File: src/rtl/bus_decoder.sv
// System-bus decoder and read-data multiplexer for maxicore32.
// Decodes each processor request to one memory region or one IO register, runs
// per-region wait states or the device io_ready handshake, and reports
// unmapped, malformed or hung accesses through bus_error and error_address.
// ready and data_in are combinational: a device can complete in the same cycle
// it raises io_ready. All other outputs come straight from registers.
module bus_decoder #(
    parameter int unsigned          NUM_MEM  = 4,
    parameter int unsigned          NUM_IO   = 16,
    parameter logic [7:0]           IO_CLASS = 8'h0f,
    parameter logic [4*NUM_MEM-1:0] MEM_WAIT = {4{4'd0}},
    parameter int unsigned          TIMEOUT  = 255
) (
    input  logic                    clock,
    input  logic                    n_reset,
    input  logic [29:0]             address,
    input  logic                    read,
    input  logic                    write,
    output logic [NUM_MEM-1:0]      mem_cs,
    output logic [NUM_IO-1:0]       io_cs,
    input  logic [32*NUM_MEM-1:0]   mem_data_out,
    input  logic [32*NUM_IO-1:0]    io_data_out,
    input  logic [NUM_IO-1:0]       io_ready,
    output logic [31:0]             data_in,
    output logic                    ready,
    output logic                    bus_error,
    output logic [29:0]             error_address
);

    localparam int unsigned WAIT_W = 4;
    localparam int unsigned TMO_W  = 16;
    localparam int unsigned DATA_W = 32;

    typedef enum logic [1:0] {
        IDLE   = 2'd0,
        ACCESS = 2'd1,
        DONE   = 2'd2
    } state_t;

    state_t              state_q, state_d;
    logic [NUM_MEM-1:0]  mem_cs_d;
    logic [NUM_IO-1:0]   io_cs_d;
    logic [WAIT_W-1:0]   wait_q, wait_d;
    logic [TMO_W-1:0]    tmo_q, tmo_d;
    logic [29:0]         addr_q, addr_d;
    logic [29:0]         err_addr_d;
    logic                bus_error_d;
    logic                is_mem_q, is_mem_d;
    logic                dir_write_q, dir_write_d;

    // Address fields: byte-address bits [31:24] pick the class, [7:2] the IO register.
    logic [7:0]          addr_class;
    logic [5:0]          addr_reg;
    logic                mem_hit;
    logic                io_hit;
    logic [NUM_MEM-1:0]  mem_sel;
    logic [NUM_IO-1:0]   io_sel;
    logic [WAIT_W-1:0]   wait_load;
    logic                io_done;

    assign addr_class = address[29:22];
    assign addr_reg   = address[5:0];
    assign io_done    = |(io_cs & io_ready);

    // Decode the live request address into one-hot selects and the region wait count.
    always_comb begin
        mem_hit   = 32'(addr_class) < NUM_MEM;
        io_hit    = !mem_hit && (addr_class == IO_CLASS) && (32'(addr_reg) < NUM_IO);
        mem_sel   = '0;
        io_sel    = '0;
        wait_load = '0;
        for (int unsigned i = 0; i < NUM_MEM; i++) begin
            mem_sel[i] = mem_hit && (32'(addr_class) == i);
            if (mem_sel[i]) begin
                wait_load = MEM_WAIT[WAIT_W*i +: WAIT_W];
            end
        end
        for (int unsigned j = 0; j < NUM_IO; j++) begin
            io_sel[j] = io_hit && (32'(addr_reg) == j);
        end
    end

    // Next-state, select, counter and completion logic.
    always_comb begin
        state_d     = state_q;
        mem_cs_d    = mem_cs;
        io_cs_d     = io_cs;
        wait_d      = wait_q;
        tmo_d       = tmo_q;
        addr_d      = addr_q;
        err_addr_d  = error_address;
        is_mem_d    = is_mem_q;
        dir_write_d = dir_write_q;
        bus_error_d = 1'b0;
        ready       = 1'b0;

        case (state_q)
            IDLE: begin
                if (read || write) begin
                    addr_d      = address;
                    dir_write_d = write;
                    tmo_d       = '0;
                    wait_d      = '0;
                    if ((read ^ write) && (mem_hit || io_hit)) begin
                        state_d  = ACCESS;
                        mem_cs_d = mem_sel;
                        io_cs_d  = io_sel;
                        is_mem_d = mem_hit;
                        wait_d   = wait_load;
                    end else begin
                        // Unmapped or ambiguous request: fault without touching any device.
                        state_d     = DONE;
                        bus_error_d = 1'b1;
                        err_addr_d  = address;
                    end
                end
            end

            ACCESS: begin
                if (is_mem_q) begin
                    if (wait_q == '0) begin
                        ready    = 1'b1;
                        state_d  = DONE;
                        mem_cs_d = '0;
                        io_cs_d  = '0;
                    end else begin
                        wait_d = wait_q - WAIT_W'(1);
                    end
                end else if (io_done) begin
                    ready    = 1'b1;
                    state_d  = DONE;
                    mem_cs_d = '0;
                    io_cs_d  = '0;
                end else if (tmo_q == TMO_W'(TIMEOUT - 1)) begin
                    // Device never answered: abandon and report in the first DONE cycle.
                    state_d     = DONE;
                    bus_error_d = 1'b1;
                    err_addr_d  = addr_q;
                    tmo_d       = TMO_W'(TIMEOUT);
                    mem_cs_d    = '0;
                    io_cs_d     = '0;
                end else begin
                    tmo_d = tmo_q + TMO_W'(1);
                end
            end

            DONE: begin
                mem_cs_d = '0;
                io_cs_d  = '0;
                if (!read && !write) begin
                    state_d = IDLE;
                end
            end

            default: begin
                state_d  = IDLE;
                mem_cs_d = '0;
                io_cs_d  = '0;
            end
        endcase
    end

    // State and datapath registers.
    always_ff @(posedge clock or negedge n_reset) begin
        if (!n_reset) begin
            state_q       <= IDLE;
            mem_cs        <= '0;
            io_cs         <= '0;
            wait_q        <= '0;
            tmo_q         <= '0;
            addr_q        <= '0;
            error_address <= '0;
            bus_error     <= 1'b0;
            is_mem_q      <= 1'b0;
            dir_write_q   <= 1'b0;
        end else begin
            state_q       <= state_d;
            mem_cs        <= mem_cs_d;
            io_cs         <= io_cs_d;
            wait_q        <= wait_d;
            tmo_q         <= tmo_d;
            addr_q        <= addr_d;
            error_address <= err_addr_d;
            bus_error     <= bus_error_d;
            is_mem_q      <= is_mem_d;
            dir_write_q   <= dir_write_d;
        end
    end

    // Read-data mux: one-hot OR of the selected region, or the selected IO register on reads.
    always_comb begin
        data_in = '0;
        for (int unsigned i = 0; i < NUM_MEM; i++) begin
            if (mem_cs[i]) begin
                data_in = data_in | mem_data_out[DATA_W*i +: DATA_W];
            end
        end
        for (int unsigned j = 0; j < NUM_IO; j++) begin
            if (io_cs[j] && !dir_write_q) begin
                data_in = data_in | io_data_out[DATA_W*j +: DATA_W];
            end
        end
    end

endmodule

File: config.mk
export PLATFORM = sky130hd
export DESIGN_NAME = bus_decoder
export DESIGN_NICKNAME = d
export VERILOG_FILES = /design/src/rtl/bus_decoder.sv
export SDC_FILE = /design/constraint.sdc
export NUM_CORES = 1
export LEC_CHECK = 0
export CAP_MARGIN = 20
export CORE_AREA = 4 4 296 298
export CTS_BUF_LIST = sky130_fd_sc_hd__clkbuf_8
export DETAILED_ROUTE_END_ITERATION = 10
export DIE_AREA = 0 0 300 302
export PLACE_DENSITY_LB_ADDON = 0.1
export SYNTH_ARGS = -nofsm -noshare
export SYNTH_HDL_FRONTEND = slang
export SYNTH_SLANG_ARGS = --single-unit
File: constraint.sdc
create_clock -name clock -period 2.97 [get_ports clock]
set_clock_uncertainty 0.05 [all_clocks]
set_input_delay 0.594 -clock clock [delete_from_list [all_inputs] [get_ports clock]]
set_output_delay 0.594 -clock clock [all_outputs]
set_load 0.1 [all_outputs]
==> flow_metrics.tcl, run 1 <==
set metrics [dict create \
    layout_commonest_cell "clkdlybuf4s50_1" \
    dr_wl_met2_mm 59.1 \
    critPathMaxStageDelay_ns 0.58 \
    rows 107 \
    antenna_found_initial 91 \
    grt_pass1_vias 14500 \
    wl_met3_mm 9.38 \
    synth.avg_cell_area_um2 8.40 \
    ys.flop_type "dfrtp_1" \
    wire_per_inst_um 36.7 \
    synth_fp_nets 1734 \
    grt_pass1_wl_mm 146 \
    fin_ws_ns -0.234 \
    dieArea_mm2 0.0906 \
    slew_violations 0 \
    drive_gt1_share_pct 30.8 \
    die_width_um 300 \
    ys_seq_area_share_pct 30.1 \
    fillers 9194 \
    final-hold-violation-count 0 \
    clockBufferDepth 2 \
    power_leakage_nw 8.66 \
    multi_input_area_mm2 0.00694 \
    tightest_slew_ns 0.703 \
    synth_edf_count 0 \
    ys_warn_count 0 \
    stdcell_count 3179 \
    critPathRequiredTime_ns 2.33 \
    drtIter0Drc 1030 \
    cts.sinks 105 \
    cp.buffers_inverters 3 \
    netlist_instances 1040 \
    max_freq_mhz 312 \
    worst_setup_path_start_kind "flop" \
    htree_num_levels 3 \
    final_cell_mix "clkdlybuf4s50_1 (687), nand2_1 (207), buf_4 (207)" \
    core_area_mm2 0.0849 \
    ir_worst_vdd_uv 283 \
    finalNetCount 2687 \
    clk_pin_slew_ns 0.11 \
    max_slew_margin_pct 53.2 \
    rsz0062_at_grt "yes" \
    seq_area_mm2 0.00269 \
    initial_core_util_pct 10.3 \
    synth_top_area_share_pct 30.1 \
    gp_congestion 0.967 \
    firstDrtPassIters 5 \
    met1_length_mm 42.6 \
    finalCoreUtilization_pct 26.3 \
    post-route-min-period_ns 3.20 \
    cts_buffers 9 \
    hold_buffers 0 \
    floorplan.io_pins 774 \
    crit_path_end_kind "output port" \
    vias 13900 \
    port_buffers 773 \
    yosys-top-cells-area "dfrtp_1 (30%), a221oi_1 (13%), a22o_1 (13%), nand2_1 (8.9%), a22oi_1 (6.2%)" \
    ant_nets 0 \
    cp_slowest_cell "dfrtp_4" \
    cp_max_fo 8 \
    syn_area_mm2 0.00874 \
    violations "negative setup slack" \
    hp-class "input port to async pin" \
    grt_max_degree 49 \
    worstPathCellList "buf_6 > a22o_1 > a221oi_2 > buf_4 > and3_4 > nand4_1 > buf_12" \
    max-cap-violations 0 \
    synthToLayoutAreaGrowth_pct 156 \
    critPathArrivalTime_ns 2.56 \
    yosysUniqueCellTypes 52 \
    drc 0 \
    status "complete, but fails checks" \
    power_density_mw_per_mm2 219 \
    fin_crit_sh_pct 108 \
    grtUsageTotal_pct 24.2 \
    async_flop_share_pct 100 \
    totalWireLength_mm 117 \
    cp_top_family "buffers and inverters" \
    die_h_um 302 \
    dp_hpwl_mm 95.3 \
    setup_viol 32 \
    critical_path_class "flop to output port" \
    dp_cells 3010 \
    top_layer "met5" \
    clock_insertion_delay_worst_skew_ns 0.42 \
    overflow 0 \
    viasPerCell 4.39 \
    total_power_mw 4.89 \
    tritoncts "built" \
    ys_ff_latch 105 \
    synth_area_leader_cell "dfrtp_1" \
    cts-root-buf "clkbuf_8" \
]
stage by stage:
stage	cell area, um^2	setup TNS (ns)	setup WS (ns)	hold WS [ns]
finish	22400	-3.76	-0.234	0.160
global route	22300	-6.23	-0.280	0.170
CTS	21500	-6.28	-0.281	0.158
detailed placement	19600	-10.54	-0.708	0.412
global placement	19600	-11.08	-0.754	0.408
floorplan	9250	-1.91	-0.0786	0.248
path summary, 6_finish.rpt:
check | startpoint | endpoint | slack [ns] | cells after the start
min | n_reset | error_address[14]$_DFFE_PN0P_ | 0.16 | 1
min in group clock | addr_q[5]$_DFFE_PN0P_ | addr_q[5]$_DFFE_PN0P_ | 0.44 | 2
max | mem_cs[1]$_DFFE_PN0P_ | data_in[11] | -0.23 | 7
max reg2reg | tmo_q[0]$_DFFE_PN0P_ | io_cs[10]$_DFFE_PN0P_ | 0.33 | 9
max in group asynchronous | n_reset | io_cs[10]$_DFFE_PN0P_ | 1.97 | 2
min reg2reg | addr_q[5]$_DFFE_PN0P_ | addr_q[5]$_DFFE_PN0P_ | 0.44 | 2
registers in the layout, summed over array words and instances (netlist names):
register	flops
mem_cs	4
tmo_q	16
dir_write_q	1
addr_q	30
bus_error	1
is_mem_q	1
state_q	2
wait_q	4
error_address	30
io_cs	16
routing by layer:
layer,up-vias,GRT usage (%)
met5,-,0
met4,46,10.8
met3,200,7.87
met2,672,43.2
met1,6924,26.1
li1,6104,-
what timing repair did:
item | in CTS | in global routing
endpoints found under the setup margin | 33 | 33
cloned | 8 | 4
pin swaps | 42 | 49
buffers inserted | 80 | 45
resized for setup | 183 | 76
final cells by class:
cell class	instances	share of cell area (%)
Timing Repair Buffer	1039	48.8
Inverter	20	0.353
Tap cell	1144	6.40
Sequential cell	105	12.0
Clock inverter	5	0.263
Multi-Input combinational cell	818	31.1
Clock buffer	10	0.616
Antenna cell	38	0.425
logic make-up after synthesis:
logic type | Yosys count | share of synthesized area (%)
xor+xnor | 2 | 0.201
fa+ha+maj | 4 | 0.573
simple gates | 368 | 20.0
buf+inv | 119 | 5.66
flops | 105 | 30.1
compound gates | 390 | 36.5
mux | 52 | 6.99
Yosys cell counts, types with 2 or more instances:
cell      number
or2_2          2
mux2_2        32
buf_6          4
o21ai_0       12
nor4_1         6
a22oi_1       72
and3_1        38
o311ai_0       2
a221oi_1     128
or3_1          3
a21oi_1       12
nand2b_1       4
o211ai_1       2
o31ai_1        4
a22o_1       128
or4_1          2
clkbuf_1      92
inv_1         20
nor2b_1       11
nand2_1      208
nor3b_1        4
mux2i_1       10
dfrtp_1      105
a21o_1         2
a31oi_1       19
mux2_4        10
nand4_1       37
nor3_1        10
ha_1           4
nor2_1        23
and4_1         2
nand3_1       12
where the power goes:
| part | internal [mW] | switching, mW |
|---|---|---|
| Combinational | 1.11 | 1.17 |
| Clock | 0.409 | 0.555 |
| Sequential | 1.57 | 0.0816 |
Note: power is estimated with default switching activity, not from simulation.
==> inputs of run 2 (changes only) <==
--- a/config.mk
+++ b/config.mk
@@ -6,11 +6,14 @@
 export NUM_CORES = 1
 export LEC_CHECK = 0
 export CAP_MARGIN = 20
-export CORE_AREA = 4 4 296 298
+export CELL_PAD_IN_SITES_DETAIL_PLACEMENT = 2
+export CELL_PAD_IN_SITES_GLOBAL_PLACEMENT = 2
+export CORE_AREA = 2 2 299 301
 export CTS_BUF_LIST = sky130_fd_sc_hd__clkbuf_8
 export DETAILED_ROUTE_END_ITERATION = 10
-export DIE_AREA = 0 0 300 302
+export DIE_AREA = 0 0 301 303
 export PLACE_DENSITY_LB_ADDON = 0.1
+export SKIP_LAST_GASP = 1
 export SYNTH_ARGS = -nofsm -noshare
 export SYNTH_HDL_FRONTEND = slang
 export SYNTH_SLANG_ARGS = --single-unit
==> run 2 against run 1 <==
The flow still finishes with violations (negative setup slack). Sequential power about the same. First-iteration DRC count down 30%. Final cell count decreased by 0.16%. Fmax is 0.50% lower. Utilization shrank 1.4 points. Total power grew 1.5%. Sequential share of layout area is 0.23 points higher. Die area is 0.67% higher. Hold slack lost 0.12 ns. Global-route usage is essentially flat. Combinational power is essentially flat. Critical path depth grew 2.
==> flow_metrics.tcl, run 2 (synthesis gave the netlist of run 1 again) <==
set metrics [dict create \
    hold_buffers 0 \
    fin_crit_sh_pct 108 \
    rows 109 \
    firstDrtPassIters 5 \
    critical_path_class "flop to output port" \
    tightest_slew_ns 0.600 \
    rsz0062_at_grt "yes" \
    die_width_um 301 \
    clk_pin_slew_ns 0.14 \
    viasPerCell 4.36 \
    core_area_mm2 0.0880 \
    die_h_um 303 \
    grt_pass1_wl_mm 148 \
    top_regs "addr_q: 30 flops, error_address: 30 flops" \
    final_cell_mix "clkdlybuf4s50_1 (687), buf_4 (229), nand2_1 (204)" \
    slew_violations 0 \
    clock_insertion_delay_worst_skew_ns 0.44 \
    floorplan.io_pins 774 \
    gp_congestion 1.03 \
    ir_worst_vdd_uv 238 \
    dieArea_mm2 0.0912 \
    clockBufferDepth 2 \
    setup_viol 32 \
    overflow 0 \
    finalNetCount 2679 \
    max-cap-violations 0 \
    drive_gt1_share_pct 30.1 \
    tritoncts "built" \
    cp_max_fo 7 \
    drc 0 \
    port_buffers 773 \
    critPathArrivalTime_ns 2.58 \
    total_power_mw 4.97 \
    ant_nets 0 \
    worst_setup_path_start_kind "flop" \
    crit_path_end_kind "output port" \
    cts_buffers 9 \
    final-hold-violation-count 0 \
    drtIter0Drc 717 \
    max_slew_margin_pct 59.5 \
    power_leakage_nw 8.52 \
    htree_num_levels 3 \
    status "complete, but fails checks" \
    fin_ws_ns -0.250 \
    grt_max_degree 38 \
    hp-class "input port to async pin" \
    cts.sinks 105 \
    layout_commonest_cell "clkdlybuf4s50_1" \
    max_freq_mhz 311 \
    grtUsageTotal_pct 24.2 \
    synthToLayoutAreaGrowth_pct 151 \
    grt_pass1_vias 15100 \
    critPathRequiredTime_ns 2.33 \
    violations "negative setup slack" \
    antenna_found_initial 64 \
    place_ws_ns -0.486 \
    tns_ns -4.43 \
    initial_core_util_pct 9.93 \
    totalWireLength_mm 115 \
    dp_hpwl_mm 94.1 \
    cts-root-buf "clkbuf_8" \
    power_density_mw_per_mm2 226 \
    finalCoreUtilization_pct 24.9 \
    post-route-min-period_ns 3.22 \
    wire_per_inst_um 36.3 \
    vias 13800 \
]
-- run 2: cell count changes in the layout (fill, tap and decap cells not counted), moves of 7 or more --
cell	change
buf_4	+22
a221oi_4	-13
buf_6	-25
diode_2	-19
a221oi_1	+7
-- run 2: layer usage --
layer	vias to the layer above	global-route usage, %	wire length [um]
li1	6072	-	-
met1	7029	27.0	43900
met2	554	45.0	60400
met3	148	6.18	7570
met4	40	6.61	3080
met5	-	0	246
-- run 2: where the power goes --
group | internal, mW | total (mW) | switching [mW] | leakage, nW
clock | 0.347 | 1.03 | 0.680 | 0.106
sequential | 1.57 | 1.66 | 0.0833 | 1.30
combinational | 1.12 | 2.28 | 1.17 | 7.11
-- run 2: path summary, 6_finish.rpt --
kind | startpoint | to | slack, ns | depth (start not counted)
setup reg to reg | tmo_q[0]$_DFFE_PN0P_ | error_address[22]$_DFFE_PN0P_ | 0.29 | 7
setup / recovery | dir_write_q$_DFFE_PN0P_ | data_in[31] | -0.25 | 9
hold / removal | n_reset | error_address[14]$_DFFE_PN0P_ | 0.04 | 1
min in group clock | addr_q[19]$_DFFE_PN0P_ | addr_q[19]$_DFFE_PN0P_ | 0.44 | 2
max in group asynchronous | n_reset | io_cs[15]$_DFFE_PN0P_ | 2.00 | 2
hold reg to reg | addr_q[19]$_DFFE_PN0P_ | addr_q[19]$_DFFE_PN0P_ | 0.44 | 2
-- run 2: final cells by class --
cell class | count | area (um^2)
clock buffer | 9 | 124
sequential | 105 | 2690
clock inverter | 7 | 91.3
multi-input combinational | 819 | 6730
antenna | 19 | 47.5
timing repair buffer | 1030 | 10700
fill | 9836 | 66000
tap | 1165 | 1460
inverter | 20 | 88.8
-- run 2: timing repair --
item | CTS | global route
endpoints found under the setup margin | 33 | 33
pin swaps | 40 | 35
gates cloned | 4 | 3
setup buffers | 94 | 24
resized for setup | 149 | 48
-- run 2: metrics by stage --
stage	area, um^2	hold WS (ns)	cells
after global routing	21900	0.0403	3168
after global placement	19600	0.407	3036
after CTS	21500	0.0261	3141
after floorplan	9250	0.248	1040
final	21900	0.0446	3174
after detailed placement	19600	0.420	3036
-- run 2: worst max-delay path: stages (launching register included) --
cell	delay (ns)
dfrtp_1	0.41
buf_12	0.14
buf_8	0.10
nor2_4	0.05
buf_12	0.14
a22oi_2	0.31
and3_4	0.29
buf_12	0.10
nand4_1	0.30
buf_12	0.30
==> inputs of run 3 (changes only) <==
==> constraint.sdc (replaced) <==
create_clock -name clock -period 3.55 [get_ports clock]
set_clock_uncertainty 0.05 [all_clocks]
set_input_delay 0.71 -clock clock [delete_from_list [all_inputs] [get_ports clock]]
set_output_delay 0.71 -clock clock [all_outputs]
set_load 0.1 [all_outputs]
==> run 3 against run 2 <==
The flow now finishes without violations. Count of clock-buffer cells in the layout is the same. Critical path depth shrank 3. Total power fell by 20%. Largest cell class unchanged. Highest routed layer unchanged.
==> flow_metrics.tcl, run 3 (synthesis gave the netlist of run 1 again) <==
set metrics [dict create \
    rsz0062_at_grt "yes" \
    drtIter0Drc 971 \
    hp-class "input port to async pin" \
    tritoncts "built" \
    critical_path_class "input port to output port" \
    fillers 10000 \
    power_density_mw_per_mm2 204 \
    layout_commonest_cell "clkdlybuf4s50_1" \
    overflow 0 \
    synthToLayoutAreaGrowth_pct 124 \
    finalNetCount 2560 \
    critPathArrivalTime_ns 2.77 \
    finalCoreUtilization_pct 22.2 \
    clk_pin_slew_ns 0.12 \
    rows 109 \
    top_regs "addr_q: 30 flops, error_address: 30 flops" \
    critPathRequiredTime_ns 2.79 \
    dieArea_mm2 0.0912 \
    critPathMaxStageDelay_ns 0.50 \
    gp_congestion 1.08 \
    drive_gt1_share_pct 17.6 \
    antenna_found_initial 82 \
    max_slew_margin_pct 31.6 \
    post-route-min-period_ns 3.53 \
    core_area_mm2 0.0880 \
    floorplan.io_pins 774 \
    ir_worst_vdd_uv 163 \
    cp_top_family "buffers and inverters" \
    cts-root-buf "clkbuf_8" \
    cp.buffers_inverters 2 \
    power_leakage_nw 7.42 \
    crit_path_end_kind "output port" \
    placed_cell_area_mm2 0.0190 \
    worst_setup_path_start_kind "input port" \
    fin_crit_sh_pct 99.3 \
    initial_core_util_pct 9.93 \
    clock_insertion_delay_worst_skew_ns 0.43 \
    htree_num_levels 3 \
    port_buffers 773 \
    vias 13400 \
    cp_slowest_cell "clkdlybuf4s50_1" \
    die_width_um 301 \
    worstPathCellList "clkdlybuf4s50_1 > a22o_1 > a221oi_1 > and3_2 > nand4_1 > buf_12" \
    setup_viol 0 \
    max-cap-violations 0 \
    firstDrtPassIters 5 \
    slew_violations 0 \
    grt_pass1_vias 14500 \
    clockBufferDepth 2 \
    final-hold-violation-count 0 \
    viasPerCell 4.38 \
    grt_pass1_wl_mm 139 \
    grtUsageTotal_pct 22.9 \
    tightest_slew_ns 1.02 \
    final_cell_mix "clkdlybuf4s50_1 (692), nand2_1 (208), buf_4 (169)" \
    drc 0 \
    final_area_mm2 0.0195 \
    dp_hpwl_mm 93.0 \
    cp_max_fo 1 \
    totalWireLength_mm 109 \
    max_freq_mhz 284 \
    grt_max_degree 66 \
    cts_buffers 9 \
    ant_nets 0 \
    wire_per_inst_um 35.5 \
    cts.sinks 105 \
    die_h_um 303 \
    status "finished clean" \
]
[run 3: cell count changes in the layout (fill, tap and decap cells not counted), sizes merged, moves of 2 or more]
cell	change
buf	-118
clkbuf	-3
clkdlybuf4s50	+5
diode	+15
inv	+2
nor2	-3
[run 3: metal layers]
metal	routed length (um)	share of wire (%)	vias up	global-route usage, %
met5	544	0.50	-	1.40
met4	1980	1.8	60	6.81
met3	9330	8.6	158	8.91
met2	54700	50	573	39.4
met1	42600	39	6813	25.9
li1	-	-	5833	-
[run 3: metrics by stage]
step / hold slack [ns] / total power [mW] / cells / setup TNS [ns] / setup slack (ns)
after floorplan: 0.364 / 2.08 / 1040 / 0 / 0.0737
after global placement: 0.409 / 3.22 / 3002 / -0.757 / -0.300
after detailed placement: 0.417 / 3.23 / 3002 / -0.800 / -0.307
after CTS: 0.404 / 4.05 / 3029 / -0.122 / -0.122
after global routing: 0.413 / 4.18 / 3055 / -0.000302 / -0.000302
final: 0.349 / 3.99 / 3070 / 0 / 0.0239
[run 3: area by class of cell]
class / instances / area (um^2) / area share, %
multi-input combinational: 816 / 5890 / 30.2
clock inverter: 7 / 51.3 / 0.263
inverter: 20 / 75.1 / 0.384
antenna: 34 / 85.1 / 0.436
timing repair buffer: 914 / 9210 / 47.2
sequential: 105 / 2630 / 13.5
clock buffer: 9 / 124 / 0.634
tap: 1165 / 1460 / 7.47
[run 3: what timing repair did]
item,in CTS,in global routing
pin swaps,7,3
buffers inserted,11,7
setup endpoints to repair,31,9
hold buffers,0,0
gates resized for setup,24,7
hold endpoints to repair,0,0
[run 3: where the power goes]
group	leakage (nW)	total (mW)	switching (mW)	internal [mW]
clock	0.0866	0.772	0.511	0.261
combinational	6.00	1.83	0.943	0.887
sequential	1.34	1.39	0.0698	1.32
total	7.42	3.99	1.52	2.47
[run 3: worst paths after layout]
kind / startpoint / to / slack [ns] / cells after the start
max in group asynchronous: n_reset / mem_cs[1]$_DFFE_PN0P_ / 2.23 / 2
max: mem_data_out[78] / data_in[14] / 0.02 / 6
min in group clock: addr_q[22]$_DFFE_PN0P_ / addr_q[22]$_DFFE_PN0P_ / 0.44 / 2
max reg2reg: tmo_q[0]$_DFFE_PN0P_ / error_address[22]$_DFFE_PN0P_ / 0.87 / 7
min: n_reset / error_address[8]$_DFFE_PN0P_ / 0.35 / 1
min reg2reg: addr_q[22]$_DFFE_PN0P_ / addr_q[22]$_DFFE_PN0P_ / 0.44 / 2
[run 3: worst register-to-register path: cells and delay by family (launching register included)]
| kind | cells | cell delay (ns) |
|---|---|---|
| AO/OA/AOI/OAI | 1 | 0.25 |
| adder cells (fa/ha/maj) | 1 | 0.16 |
| buffers and inverters | 2 | 0.33 |
| flip-flops | 1 | 0.44 |
| multiplexers | 1 | 0.41 |
| AND/OR/NAND/NOR | 2 | 0.93 |
